File: config.mk
export PLATFORM = sky130hd
export DESIGN_NAME = fp16_cmp_sched_flat
export DESIGN_NICKNAME = d
export VERILOG_FILES = /design/src/rtl/fp16_cmp_sched_if.sv /design/src/rtl/fp16_cmp_sched.sv /design/src/flat_wrapper.sv
export SDC_FILE = /design/constraint.sdc
export NUM_CORES = 1
export LEC_CHECK = 0
export BUFFER_PORTS_ARGS = -buffer_cell sky130_fd_sc_hd__buf_2
export CORE_MARGIN = 1.5
export CORE_UTILIZATION = 25
export CTS_CLUSTER_SIZE = 8
export DETAILED_ROUTE_END_ITERATION = 8
export PLACE_DENSITY = 0.47
export RECOVER_POWER = 100
export SETUP_SLACK_MARGIN = 0.05
export SYNTH_ARGS = -nofsm -noshare
export SYNTH_HDL_FRONTEND = slang
export SYNTH_SLANG_ARGS = --single-unit
export TNS_END_PERCENT = 20
File: constraint.sdc
create_clock -name clk -period 1.7 [get_ports clk]
set_clock_uncertainty 0.2 [all_clocks]
set_input_delay 0.34 -clock clk [delete_from_list [all_inputs] [get_ports clk]]
set_output_delay 0.34 -clock clk [all_outputs]
set_load 0.05 [all_outputs]
File: src/rtl/fp16_cmp_sched_if.sv
// Requester, response and comparator signals of the fp16 compare scheduler.
// The slave side is the scheduler; the master side is its environment.
interface fp16_cmp_sched_if;
  logic        req0_valid;
  logic        req1_valid;
  logic        req0_ready;
  logic        req1_ready;
  logic [15:0] req0_x;
  logic [15:0] req0_y;
  logic [15:0] req1_x;
  logic [15:0] req1_y;
  logic        rsp0_valid;
  logic        rsp1_valid;
  logic [2:0]  rsp_result;
  logic        cmp_start;
  logic [15:0] cmp_x;
  logic [15:0] cmp_y;
  logic        cmp_done;
  logic [2:0]  cmp_result;
  logic        busy;
  logic        timeout_err;

  modport slave (
    input  req0_valid, req1_valid, req0_x, req0_y, req1_x, req1_y,
           cmp_done, cmp_result,
    output req0_ready, req1_ready, rsp0_valid, rsp1_valid, rsp_result,
           cmp_start, cmp_x, cmp_y, busy, timeout_err
  );

  modport master (
    output req0_valid, req1_valid, req0_x, req0_y, req1_x, req1_y,
           cmp_done, cmp_result,
    input  req0_ready, req1_ready, rsp0_valid, rsp1_valid, rsp_result,
           cmp_start, cmp_x, cmp_y, busy, timeout_err
  );
endinterface

File: src/rtl/fp16_cmp_sched.sv
// Two-requester round-robin scheduler in front of a shared multi-cycle fp16
// comparator, with a per-compare timeout that aborts with result 000.
module fp16_cmp_sched #(
  parameter int unsigned TIMEOUT = 15
) (
  input  logic                   clk,
  input  logic                   reset,
  fp16_cmp_sched_if.slave        bus
);

  typedef enum logic [1:0] {IDLE, ISSUE, WAIT, RESP} state_t;

  localparam logic [7:0] TMO = 8'(TIMEOUT);

  state_t      state;
  logic        last_grant;
  logic        owner;
  logic [15:0] x_q;
  logic [15:0] y_q;
  logic [7:0]  cnt;
  logic [2:0]  result_q;
  logic        start_q;
  logic        rsp0_q;
  logic        rsp1_q;
  logic        tmo_q;
  logic        grant_any;
  logic        grant_idx;
  logic        accept;

  // NOTE: every always_comb output gets a default first so no latch is inferred.
  always_comb begin
    grant_any = 1'b0;
    grant_idx = 1'b0;
    if (bus.req0_valid && bus.req1_valid) begin
      grant_any = 1'b1;
      grant_idx = ~last_grant;
    end else if (bus.req0_valid) begin
      grant_any = 1'b1;
      grant_idx = 1'b0;
    end else if (bus.req1_valid) begin
      grant_any = 1'b1;
      grant_idx = 1'b1;
    end
  end

  assign accept         = (state == IDLE) && grant_any && !reset;
  assign bus.req0_ready = accept && !grant_idx;
  assign bus.req1_ready = accept && grant_idx;

  // NOTE: state registers use non-blocking assignments so every flop samples
  // pre-edge values regardless of statement order.
  always_ff @(posedge clk) begin
    if (reset) begin
      state      <= IDLE;
      last_grant <= 1'b1;
      owner      <= 1'b0;
      x_q        <= '0;
      y_q        <= '0;
      cnt        <= '0;
      result_q   <= '0;
      start_q    <= 1'b0;
      rsp0_q     <= 1'b0;
      rsp1_q     <= 1'b0;
      tmo_q      <= 1'b0;
    end else begin
      start_q <= 1'b0;
      rsp0_q  <= 1'b0;
      rsp1_q  <= 1'b0;
      tmo_q   <= 1'b0;
      case (state)
        IDLE: begin
          if (grant_any) begin
            owner   <= grant_idx;
            x_q     <= grant_idx ? bus.req1_x : bus.req0_x;
            y_q     <= grant_idx ? bus.req1_y : bus.req0_y;
            start_q <= 1'b1;
            state   <= ISSUE;
          end
        end
        ISSUE: begin
          cnt   <= '0;
          state <= WAIT;
        end
        WAIT: begin
          cnt <= cnt + 8'd1;
          // A completion in the timeout cycle still wins over the abort.
          if (bus.cmp_done) begin
            result_q <= bus.cmp_result;
            rsp0_q   <= ~owner;
            rsp1_q   <= owner;
            state    <= RESP;
          end else if (cnt == TMO) begin
            result_q <= 3'b000;
            tmo_q    <= 1'b1;
            rsp0_q   <= ~owner;
            rsp1_q   <= owner;
            state    <= RESP;
          end
        end
        RESP: begin
          last_grant <= owner;
          state      <= IDLE;
        end
        default: state <= IDLE;
      endcase
    end
  end

  // Strobes are masked while reset is held so none leaks in the first reset cycle.
  assign bus.cmp_start   = start_q && !reset;
  assign bus.rsp0_valid  = rsp0_q && !reset;
  assign bus.rsp1_valid  = rsp1_q && !reset;
  assign bus.timeout_err = tmo_q && !reset;
  assign bus.cmp_x       = x_q;
  assign bus.cmp_y       = y_q;
  assign bus.rsp_result  = result_q;
  assign bus.busy        = (state != IDLE);

endmodule

File: src/flat_wrapper.sv
// flat-port wrapper written by rule: the top's interface ports become plain ports
module fp16_cmp_sched_flat 
#(
  parameter int unsigned TIMEOUT = 15
)
  (clk, reset, bus_req0_valid, bus_req1_valid, bus_req0_x, bus_req0_y, bus_req1_x, bus_req1_y, bus_cmp_done, bus_cmp_result, bus_req0_ready, bus_req1_ready, bus_rsp0_valid, bus_rsp1_valid, bus_rsp_result, bus_cmp_start, bus_cmp_x, bus_cmp_y, bus_busy, bus_timeout_err);
  fp16_cmp_sched_if bus_i ();
  input  logic clk;
  input  logic reset;
  input wire logic [$bits(bus_i.req0_valid)-1:0] bus_req0_valid;
  input wire logic [$bits(bus_i.req1_valid)-1:0] bus_req1_valid;
  input wire logic [$bits(bus_i.req0_x)-1:0] bus_req0_x;
  input wire logic [$bits(bus_i.req0_y)-1:0] bus_req0_y;
  input wire logic [$bits(bus_i.req1_x)-1:0] bus_req1_x;
  input wire logic [$bits(bus_i.req1_y)-1:0] bus_req1_y;
  input wire logic [$bits(bus_i.cmp_done)-1:0] bus_cmp_done;
  input wire logic [$bits(bus_i.cmp_result)-1:0] bus_cmp_result;
  output wire logic [$bits(bus_i.req0_ready)-1:0] bus_req0_ready;
  output wire logic [$bits(bus_i.req1_ready)-1:0] bus_req1_ready;
  output wire logic [$bits(bus_i.rsp0_valid)-1:0] bus_rsp0_valid;
  output wire logic [$bits(bus_i.rsp1_valid)-1:0] bus_rsp1_valid;
  output wire logic [$bits(bus_i.rsp_result)-1:0] bus_rsp_result;
  output wire logic [$bits(bus_i.cmp_start)-1:0] bus_cmp_start;
  output wire logic [$bits(bus_i.cmp_x)-1:0] bus_cmp_x;
  output wire logic [$bits(bus_i.cmp_y)-1:0] bus_cmp_y;
  output wire logic [$bits(bus_i.busy)-1:0] bus_busy;
  output wire logic [$bits(bus_i.timeout_err)-1:0] bus_timeout_err;
  assign bus_i.req0_valid = bus_req0_valid;
  assign bus_i.req1_valid = bus_req1_valid;
  assign bus_i.req0_x = bus_req0_x;
  assign bus_i.req0_y = bus_req0_y;
  assign bus_i.req1_x = bus_req1_x;
  assign bus_i.req1_y = bus_req1_y;
  assign bus_i.cmp_done = bus_cmp_done;
  assign bus_i.cmp_result = bus_cmp_result;
  assign bus_req0_ready = bus_i.req0_ready;
  assign bus_req1_ready = bus_i.req1_ready;
  assign bus_rsp0_valid = bus_i.rsp0_valid;
  assign bus_rsp1_valid = bus_i.rsp1_valid;
  assign bus_rsp_result = bus_i.rsp_result;
  assign bus_cmp_start = bus_i.cmp_start;
  assign bus_cmp_x = bus_i.cmp_x;
  assign bus_cmp_y = bus_i.cmp_y;
  assign bus_busy = bus_i.busy;
  assign bus_timeout_err = bus_i.timeout_err;
  fp16_cmp_sched #(.TIMEOUT(TIMEOUT)) u_core (.clk(clk), .reset(reset), .bus(bus_i));
endmodule
* Word level (Yosys, flattened, before mapping)
Cells that the tools add are included.
Widths: inputs -> output; s select.
** Storage, ports and cells
- Memories :: 0
- Bits of input ports :: 72
- ROM bits :: 0
- RAM bits :: 0
- Output and inout port bits :: 42
- Bits in latches :: 0
- Word-level logic and storage cells :: 63
- Flip-flop bits (word level) :: 51
** Cells by class
- Bitwise gates (word level) :: 4
- Reduce and logical (&&, ||, !) cells :: 21
- Div/mod/pow operators :: 0
- Muxes and demuxes :: 20
- Magnitude comparators :: 0
- Multiply operators :: 0
- Equality and inequality tests :: 6
- Add/subtract/negate cells :: 1
- Shift-type cells :: 0
** Operators by type and width (count)
- $mux 16 :: 2
- $pmux 8 s2 :: 1
- $mux 1 :: 11
- $logic_and 1x1->1 :: 9
- $add 8x1->8 const B :: 1
- $eq 8x4->1 const B :: 1
- $pmux 2 s4 :: 1
- $mux 2 :: 3
- $mux 3 :: 2
- $reduce_and 2->1 :: 3
- $reduce_bool 2->1 :: 3
- $eq 2x2->1 const B :: 2
- $not 1->1 :: 4
- $reduce_or 2->1 :: 2
- $ne 3x2->1 const B :: 1
- $reduce_or 3->1 :: 1
- $eq 2x1->1 const B :: 1
- $logic_not 1->1 :: 2
- $logic_not 2->1 :: 1
- $ne 2x1->1 const B :: 1

* Logic depth before layout (Yosys ltp)
- Word-level depth :: 6
- Mapped depth :: 8
- Gate-level depth less buffers :: 6

* Least setup slack after synthesis
No wires, ideal clock.
- Path kind :: input to output
- Start point :: input bus_req1_valid
- End point :: output bus_req0_ready
- Buffers on the path :: 2
- Path slack :: -0.690 ns
- Arrival :: 1.850 ns
- Stages :: 4
- Data required time :: 1.160 ns
- Cell sequence :: a21boi_2 -> buf_6 -> buf_12 -> nor3_1
** On the way
- Word-level cells in the longest chain between the ends :: 6
- Elaborated cells on any way between the ends :: 10
- Classes of those cells :: mux: 5; reduce/logical: 5
** Ends and longest elaborated chain
- from (decl) :: RTL line flat_wrapper.sv:11 : input wire logic [$bits(bus_i.req1_valid)-1:0] bus_req1_valid;
- $mux 1 :: RTL line fp16_cmp_sched.sv:40 : end else if (bus.req1_valid) begin
- $mux 1 :: RTL line fp16_cmp_sched.sv:37 : end else if (bus.req0_valid) begin
- $mux 1 :: RTL line fp16_cmp_sched.sv:34 : if (bus.req0_valid && bus.req1_valid) begin
- $logic_and 1x1->1 (2 in a row) :: RTL line fp16_cmp_sched.sv:46 : assign accept = (state == IDLE) && grant_any && !reset;
- $logic_and 1x1->1 * :: RTL line fp16_cmp_sched.sv:47 : assign bus.req0_ready = accept && !grant_idx;
- to (decl) :: RTL line flat_wrapper.sv:18 : output wire logic [$bits(bus_i.req0_ready)-1:0] bus_req0_ready;
Mark *: on every way between the ends. The rest lies on a longest branch, timed or not.

* Final worst setup path
- Start point :: register u_core.state[0]
- End point :: output bus_req0_ready
** On the way
- Word-level cells in the longest chain between the ends :: 4
** Ends and longest elaborated chain
- from (decl) :: RTL line fp16_cmp_sched.sv:15 : state_t state;
- from (signal assigned) :: RTL line fp16_cmp_sched.sv:54 : state <= IDLE;
- from (signal assigned) :: RTL line fp16_cmp_sched.sv:77 : state <= ISSUE;
- from (signal assigned) :: RTL line fp16_cmp_sched.sv:82 : state <= WAIT;
- $logic_not 2->1 :: RTL line fp16_cmp_sched.sv:46
- $logic_and 1x1->1 (2 in a row) :: RTL line fp16_cmp_sched.sv:46
- $logic_and 1x1->1 :: RTL line fp16_cmp_sched.sv:47
No other way between the ends.

==> results.tsv <==
stage	metric	value	unit
power_and_ir_drop	VDD IR-drop max	570	uV
hold_path	type of the tightest min-delay check	in -> reg	
cells_and_area	diode count	0	
route	DRC viols	0	
cells_and_area	design area	3540	sq um
cells_and_area	share of layout cells above drive strength 1	48.7	%
cts	# hold bufs at CTS	0	
global_routing	first-pass GRT wire length	10000	microns
yosys	Post-Syn Area	2330	sq um
yosys	Post-synth EDFFs	0	
yosys	Mapped Nets	319	
cts	Clock Path Buffers	2	
placed_design	hpwl dp	4450	microns
job	MaxCap Viol Count	0	
worst_setup_path	worst path required time	1160	ps
yosys	yosys warns	0	
run_status	failing checks	setup timing	
yosys	synthesized instance count	242	
yosys	syn avg cell area	9.62	sq um
timing	slew margin rel.	77.9	%
cts	Root Driver	clkbuf_8	
cts	H-tree Lvls	2	
route	DRT Pass-1 Iters	4	
timing	endpoints failing hold	0	
timing	Final Cycle Share	109	%
run_status	outcome	complete, but fails checks	
route	DRT iter0 DRCs	45	
worst_setup_path	crit path launch type	flop	
yosys	Synth area leaders	dfxtp_1 44%, mux2i_1 14%, a211oi_1 10%, nor2_1 6.6%, ha_1 2.7%	
worst_setup_path	kind of end point of the critical path	output port	
route	Post-Route WL	6490	microns
timing	count of final max-slew check failures	0	
yosys	largest family of logic cells by synthesized area	compound AO/OA/AOI/OAI gates	
worst_setup_path	CP most frequent cell	buf_6	
global_routing	met1 usage	15.2	%
yosys	Synth top area share	43.8	%
cells_and_area	Final Net Count	451	
yosys	ys flop type	dfxtp_1	
timing	fmax	0.542	GHz
route	Avg WL per Cell	13.4	microns
worst_setup_path	type of the worst setup path	reg -> out	
yosys	post-synthesis mux area share	14.2	%
worst_setup_path	crit path buf inv count	3	
global_routing	initial antenna violation count	0	
timing	sum of negative setup slack	-2520	ps
floorplan	Die Wd	99.5	microns
global_routing	GR Util met2	22.7	%
timing	Final setup viols	34	
global_routing	GRT Max-Usage Layer	met2	
worst_setup_path	Slowest cell on crit path	dfxtp_2	
cells_and_area	most frequent cells in the layout	109 x buf_2, 47 x dfxtp_1, 37 x nor2_1	
worst_setup_path	max incr delay on CP	330	ps
placed_design	placed cell area	3110	sq um
global_routing	Total GRT Usage	12.7	%
placed_design	placed instance count	465	
global_routing	met3 Use GR	2.95	%
yosys	Synth async-reset ratio	0	%
cts	Num CTS Buffers	5	
route	DRT antenna net count	0	
cts	clock sinks	51	
yosys	simple-gate share of the synthesized area	14.8	%
floorplan	number of cell rows	35	
yosys	Synth Area in XOR/XNOR	1.50	%
global_routing	vias in the first global route	2050	
power_and_ir_drop	P_leak	1.57	nW
worst_setup_path	Worst Path Arrival	1310	ps
yosys	sequential fraction of the synthesis area	43.8	%
worst_setup_path	crit-path cells	inv_2, ha_4, o21ai_4, buf_6, nor3_4, buf_6	
cts	Clock transition at path regs	90	ps
yosys	Yosys cell types	34	
yosys	Synth Area in Compound Gates	16.3	%
timing	crit path time final	1850	ps
cells_and_area	Finished Core Util	38.6	%
yosys	adder-cell share of the synthesized area	2.69	%
yosys	largest area contributor in the synthesized netlist	dfxtp_1	
power_and_ir_drop	PwrDens	1730	nW/um^2
route	Vias	2192	
floorplan	core area	9150	sq um
global_routing	largest net degree at the start of global routing	34	
timing	worst slew pin tran	331	ps
timing	fin worst setup slack	-145	ps
worst_setup_path	worst-path maximum fanout	2	
cells_and_area	Layout area overhead	51.9	%
yosys	#FFs+latches synth	51	
cells_and_area	most common cell after layout, fill and taps aside	buf_2	
floorplan	Die Area	9900	sq um
route	Vias/cell	4.52	
floorplan	# IOs	114	
worst_setup_path	Top delay family on crit path	buffers and inverters	
timing	RSZ-0062 raised after global routing	true	
cells_and_area	Final Non-Filler Cells	485	
floorplan	Die Height	99.5	microns
global_routing	grt ovf	0	
placed_design	Placer Congestion	0.720	
placed_design	Port Buffer Count	113	
cts	Clk Latency, worst-skew pair	290	ps
floorplan	initial core utilization	25.4	%
cts	CTS tree	built	
## kinds of logic after synthesis
family                   Yosys count
AO/OA/AOI/OAI                     53
adder cells (fa/ha/maj)            5
flip-flops                        51
buffers and inverters             22
AND/OR/NAND/NOR                   74
XOR/XNOR                           4
multiplexers                      33
## power breakdown
part	switching, mW	total [mW]	internal, mW
clock network	0.390	0.823	0.432
registers	0.156	1.67	1.51
logic	2.21	3.62	1.41
## worst paths after layout
path	from	end	slack [ps]	cells after the start
worst min register to register	u_core.cnt[1]	u_core.cnt[1]	280	2
worst min-delay path	bus_cmp_result[2]	u_core.bus.rsp_result[2]	120	3
worst max register to register	u_core.state[0]	u_core.bus.cmp_y[1]	-100	9
worst max-delay path	u_core.state[0]	bus_req0_ready	-150	6
## Yosys cell counts (4+ instances only)
cell type / count
a21oi_1: 8
a211oi_1: 31
clkbuf_1: 7
nand2b_1: 5
xor2_1: 4
nand2_1: 5
nor2b_1: 5
nand3_1: 4
o21ai_0: 6
inv_1: 4
mux2i_1: 33
ha_1: 5
nor2_1: 41
dfxtp_1: 51
buf_2: 4
## sequential cells by signal, summed over array words and instances (netlist names)
name,flops
u_core.cnt,8
u_core.tmo_q,1
u_core.last_grant,1
u_core.start_q,1
u_core.owner,1
u_core.bus.rsp_result,3
u_core.rsp1_q,1
u_core.rsp0_q,1
u_core.bus.cmp_x,16
u_core.bus.cmp_y,16
u_core.state,2
## worst reg2reg max path, delay by kind of cell, from the launching register on
family | cells | cell delay, ps
DFF | 1 | 330
and+or+nand+nor | 2 | 250
adders and majority gates | 1 | 150
buffers and inverters | 5 | 590
AOI/OAI and AO/OA | 1 | 190
## what timing repair did
action                                  CTS  global route
pin swaps                                 5             9
endpoints found under the setup margin   20            48
resized for setup                        15            27
cloned                                    4             0
buffers inserted                          3             6
## per-layer routing
layer	vias to the layer above	part of all wire, %	wire length [microns]
met4	0	0.88	57
li1	1131	-	-
met5	-	0	0
met1	982	45	2920
met3	6	6.1	396
met2	73	48	3120
## final cells by class
class | instances | area, sq um
sequential | 51 | 1030
inverter | 4 | 18.8
multi-input combinational | 169 | 1290
fill | 914 | 5620
clock inverter | 1 | 30.0
tap | 111 | 139
timing repair buffer | 143 | 956
clock buffer | 6 | 72.6
## through the flow
stage	hold slack, ps	setup slack, ps	total power, mW
6_report	119	-145	6.11
5_1_grt	127	-214	6.48
4_1_cts	109	-167	5.92
3_5_place_dp	272	-26.7	4.52
3_3_place_gp	263	-3.73	4.50
2_1_floorplan	239	-71.8	3.86
No activity file was read; power rests on OpenSTA's default activity.
